File: src/rtl/alu_arbiter.sv
// alu_arbiter: two requesters share one ALU through an IDLE -> EXEC -> RESP handshake.
// Define ALU_ARBITER_RR_EN for round-robin arbitration; otherwise requester 0 has fixed priority.

module alu #(
  parameter int width = 8
) (
  input  logic [width-1:0] a_i,
  input  logic [width-1:0] b_i,
  input  logic [3:0]       op_i,
  output logic [width-1:0] z_o
);

  // 0 add, 1 sub, 2 and, 3 or, 4 xor, 5 shl, 6 shr, 7 unsigned less-than, 8 multiply (low half)
  always_comb begin
    z_o = '0;
    case (op_i)
      4'd0: z_o = a_i + b_i;
      4'd1: z_o = a_i - b_i;
      4'd2: z_o = a_i & b_i;
      4'd3: z_o = a_i | b_i;
      4'd4: z_o = a_i ^ b_i;
      4'd5: z_o = a_i << b_i;
      4'd6: z_o = a_i >> b_i;
      4'd7: z_o = {{(width-1){1'b0}}, (a_i < b_i)};
      4'd8: z_o = a_i * b_i;
      default: z_o = '0;
    endcase
  end

endmodule

module alu_arbiter #(
  parameter int width = 8
) (
  input  logic             clk,
  input  logic             rst,
  input  logic             req0_valid,
  output logic             req0_ready,
  input  logic [width-1:0] req0_a,
  input  logic [width-1:0] req0_b,
  input  logic [3:0]       req0_op,
  input  logic             req1_valid,
  output logic             req1_ready,
  input  logic [width-1:0] req1_a,
  input  logic [width-1:0] req1_b,
  input  logic [3:0]       req1_op,
  output logic             rsp_valid,
  input  logic             rsp_ready,
  output logic [width-1:0] rsp_z,
  output logic             rsp_id,
  output logic             rsp_err
);

  typedef enum logic [1:0] {IDLE, EXEC, RESP} state_t;

  state_t           state_q, state_d;
  logic [width-1:0] a_q, b_q;
  logic [3:0]       op_q;
  logic             id_q;
  logic [width-1:0] rsp_z_q;
  logic             rsp_id_q, rsp_err_q;
  logic             pick1;
  logic             accept;
  logic [width-1:0] alu_z;

`ifdef ALU_ARBITER_RR_EN
  logic ptr_q;

  // Pointer names the preferred requester; it moves to the other side after every accept.
  assign pick1 = req1_valid && (!req0_valid || ptr_q);

  always_ff @(posedge clk or posedge rst) begin
    if (rst) begin
      ptr_q <= 1'b0;
    end else if (accept) begin
      ptr_q <= !pick1;
    end
  end
`else
  assign pick1 = req1_valid && !req0_valid;
`endif

  always_comb begin
    state_d    = state_q;
    req0_ready = 1'b0;
    req1_ready = 1'b0;
    case (state_q)
      IDLE: begin
        if (req0_valid || req1_valid) begin
          req0_ready = !pick1;
          req1_ready = pick1;
          state_d    = EXEC;
        end
      end
      EXEC: state_d = RESP;
      RESP: begin
        if (rsp_ready) begin
          state_d = IDLE;
        end
      end
      default: state_d = IDLE;
    endcase
  end

  assign accept = req0_ready || req1_ready;

  always_ff @(posedge clk or posedge rst) begin
    if (rst) begin
      state_q <= IDLE;
    end else begin
      state_q <= state_d;
    end
  end

  always_ff @(posedge clk or posedge rst) begin
    if (rst) begin
      a_q  <= '0;
      b_q  <= '0;
      op_q <= '0;
      id_q <= 1'b0;
    end else if (accept) begin
      a_q  <= pick1 ? req1_a  : req0_a;
      b_q  <= pick1 ? req1_b  : req0_b;
      op_q <= pick1 ? req1_op : req0_op;
      id_q <= pick1;
    end
  end

  alu #(.width(width)) u_alu (
    .a_i  (a_q),
    .b_i  (b_q),
    .op_i (op_q),
    .z_o  (alu_z)
  );

  // Response registers load only in EXEC, so they hold through any RESP backpressure.
  always_ff @(posedge clk or posedge rst) begin
    if (rst) begin
      rsp_z_q   <= '0;
      rsp_id_q  <= 1'b0;
      rsp_err_q <= 1'b0;
    end else if (state_q == EXEC) begin
      rsp_z_q   <= (op_q > 4'd8) ? '0 : alu_z;
      rsp_id_q  <= id_q;
      rsp_err_q <= (op_q > 4'd8);
    end
  end

  assign rsp_valid = (state_q == RESP);
  assign rsp_z     = rsp_z_q;
  assign rsp_id    = rsp_id_q;
  assign rsp_err   = rsp_err_q;

endmodule

File: config.mk
export PLATFORM = sky130hd
export DESIGN_NAME = alu_arbiter
export DESIGN_NICKNAME = d
export VERILOG_FILES = /design/src/rtl/alu_arbiter.sv
export SDC_FILE = /design/constraint.sdc
export NUM_CORES = 1
export LEC_CHECK = 0
export ABC_AREA = 1
export CORE_UTILIZATION = 54
export DETAILED_ROUTE_END_ITERATION = 12
export PLACE_DENSITY = 0.79
export SYNTH_ARGS = -nofsm -noshare
export SYNTH_HDL_FRONTEND = slang
export SYNTH_HIERARCHICAL = 1
export SYNTH_SLANG_ARGS = --single-unit
File: constraint.sdc
create_clock -name clk -period 10.7 [get_ports clk]
set_input_delay 2.14 -clock clk [delete_from_list [all_inputs] [get_ports clk]]
set_output_delay 2.14 -clock clk [all_outputs]
set_load 0.02 [all_outputs]
==> results.cfg <==
[status]
status = completed

[cells_and_area]
area_delta_synth_final_pct = 15.4
finalCoreUtilization = 0.647
fillers = 752
drive_gt1_frac = 0.0599
nets = 833
num_antenna_cells = 0

[global_route]
grt_usage = 0.306
grt_pass1_wl_um = 20400
grt_pass1_vias = 4429
antenna_found_initial = 0
grt_max_degree = 34
grt_overflow = 0

[setup_path]
cp-start-kind = primary input
arrival_ns = 4.55
cp_num_buf_inv = 2
path_max_fanout = 23
cp_slowest_stage_delay_ns = 0.93
setup.worst_path.end_class = output pin
crit_required_ns = 8.56
cpMostUsedCell = clkdlybuf4s50_1
worstSetupPathType = primary input to output pin
path_cells = clkdlybuf4s50_1 -> nand2_1 -> nor2_1 -> clkdlybuf4s50_1
path_delay_family = buffers and inverters
slowest_stage = clkdlybuf4s50_1

[die]
pin_count = 58
die_y_um = 91.6
rows = 32
die_w_um = 91.6
core_um2 = 7730
die_area_um2 = 8390
start_util = 0.561

[drt]
wl_per_cell_um = 14.8
first_pass_iters = 4
ant_nets = 0
initialDrtViolationCount = 275
drc = 0
viasPerCell = 5.46
num_vias = 4567
wirelength_um = 12400

[yosys]
syn_nets = 789
synth-seq-cells = 33
synth_common_cells = nand2_1 (267), inv_1 (92), nand3_1 (62), ha_1 (40), nor2_1 (37)
yosys.area.top_type_share = 0.231
ys_types = 43
synth_cells = 690
synth.most_common_cell = nand2_1
synth_area_leader_cell = nand2_1
yosys-top-cells-area = nand2_1 (23%), dfrtp_1 (19%), ha_1 (12%), inv_1 (8.0%), nand3_1 (7.2%)
ys_warn_count = 6
seq_area_frac_synth = 0.191
async_flop_share = 1.00
synth_area_per_cell_um2 = 6.28
synth_area_um2 = 4330
synth-edff-count = 0
synth_flop_cell = dfrtp_1

[placed_design]
gp_congestion = 0.903
hpwlAfterDp_um = 9720
pre_cts_ws_ns = 4.02
port-buffer-count = 57

[sta]
worst_pin_slew_ns = 0.840
tns_ns = 0
worst_clock_skew_ns = 0.0112
relSlewSlack = 0.440
clock.fmax_ghz = 0.149
hold_viol = 0
post-route-worst-setup-slack_ns = 4.01
rsz0062_at_grt = false
hold-worst-slack_ns = 0.482
finalSetupViolCount = 0
slew_violations = 0
period_minus_slack_ns = 6.69
post-route-period-util = 0.626

[clocking]
ctsResizeCount = 0
clk_root_buffer_cell = clkbuf_8
cts_buffers = 5
ctsHoldBuffers = 0
h-tree-depth = 2
cts_buffer_depth = 2
clock_sinks = 33
cts_setup_buffers = 0
clk_pin_slew_ns = 0.07
clk_latency_ns = 0.28
cts_tree = done

[power]
irDropWorstVdd_uv = 247
power_density_nw_per_um2 = 314
power_uw = 1570
power.leakage_uw = 0.00276

[flow_run]
maxCapViolCount = 0

[worst_hold_path]
hold_class = flop to flop
[logic make-up (layout without fill, tap and decap cells)]
family                   count (synthesis)  in the layout  synth area share
AO/OA/AOI/OAI                           75             75             0.109
flip-flops                              33             33             0.191
adder cells (fa/ha/maj)                 54             54             0.180
buffers and inverters                  129            174             0.123
XOR/XNOR                                 6              6            0.0121
AND/OR/NAND/NOR                        393            393             0.385
[path summary, 6_finish.rpt]
kind,from,endpoint,slack (ns),depth (start not counted)
worst max-delay path,req1_valid,req1_ready,4.01,4
worst min-delay path,rsp_z[3]$_DFFE_PP0N_,rsp_z[3]$_DFFE_PP0N_,0.48,2
worst max register to register,b_q[2]$_DFFE_PP0P_,rsp_z[7]$_DFFE_PP0N_,6.22,19
worst min register to register,rsp_z[3]$_DFFE_PP0N_,rsp_z[3]$_DFFE_PP0N_,0.48,2
max in group asynchronous,rst,a_q[0]$_DFFE_PP0P_,8.11,3
min in group asynchronous,rst,rsp_id$_DFFE_PP0N_,2.27,3
[cell type report]
| cell class | count | area (um2) | area share |
|---|---|---|---|
| clock buffers | 6 | 72.6 | 0.0145 |
| clock inverters | 2 | 10.0 | 0.00200 |
| inverters | 107 | 402 | 0.0804 |
| multi-input cells | 528 | 2980 | 0.595 |
| flip-flops and latches | 33 | 826 | 0.165 |
| well taps | 102 | 128 | 0.0255 |
| repair buffers | 59 | 586 | 0.117 |
[metal layers]
layer | track usage | wire length, um
met1 | 0.389 | 5380
met2 | 0.528 | 5850
met3 | 0.0235 | 678
met4 | 0.134 | 450
met5 | 0 | 0
[through the flow]
step	std cells	instance area (um2)
2_1_floorplan	690	4330
3_3_place_gp	829	4920
3_5_place_dp	829	4920
4_1_cts	837	5000
5_1_grt	837	5000
6_report	837	5000
[tightest hold or removal path, stage by stage, from the launching register on]
cell and delay, ns:
dfrtp_1 0.34, nand2_1 0.05, nand2_1 0.06
[placed cells by master (no fill, tap or decap), types with 3 or more instances in the layout]
cell	netlist	routed
a21oi_1	15	15
a221oi_1	5	5
a31oi_1	4	4
clkbuf_8	0	5
clkdlybuf4s50_1	0	57
clkinv_1	4	4
dfrtp_1	33	33
fa_1	14	14
ha_1	40	40
inv_1	92	92
inv_2	11	11
nand2_1	267	267
nand3_1	62	62
nand4_1	5	5
nor2_1	37	37
nor2_2	5	5
nor3_2	3	3
o2111ai_1	3	3
o21ai_0	18	18
o21ai_1	8	8
o21ai_2	8	8
o22ai_1	5	5
xnor2_1	5	5
[power by group]
group | switching, uW | internal [uW]
registers | 134 | 177
clock network | 44.8 | 45.1
logic | 743 | 428
[state kept, by name, summed over array words and instances, names as in the netlist]
| register | flops |
|---|---|
| a_q | 8 |
| b_q | 8 |
| rsp_z | 8 |
| op_q | 4 |
| state_q | 2 |
| id_q | 1 |
| rsp_err | 1 |
| rsp_id | 1 |
(Power assumes the default switching activity.)
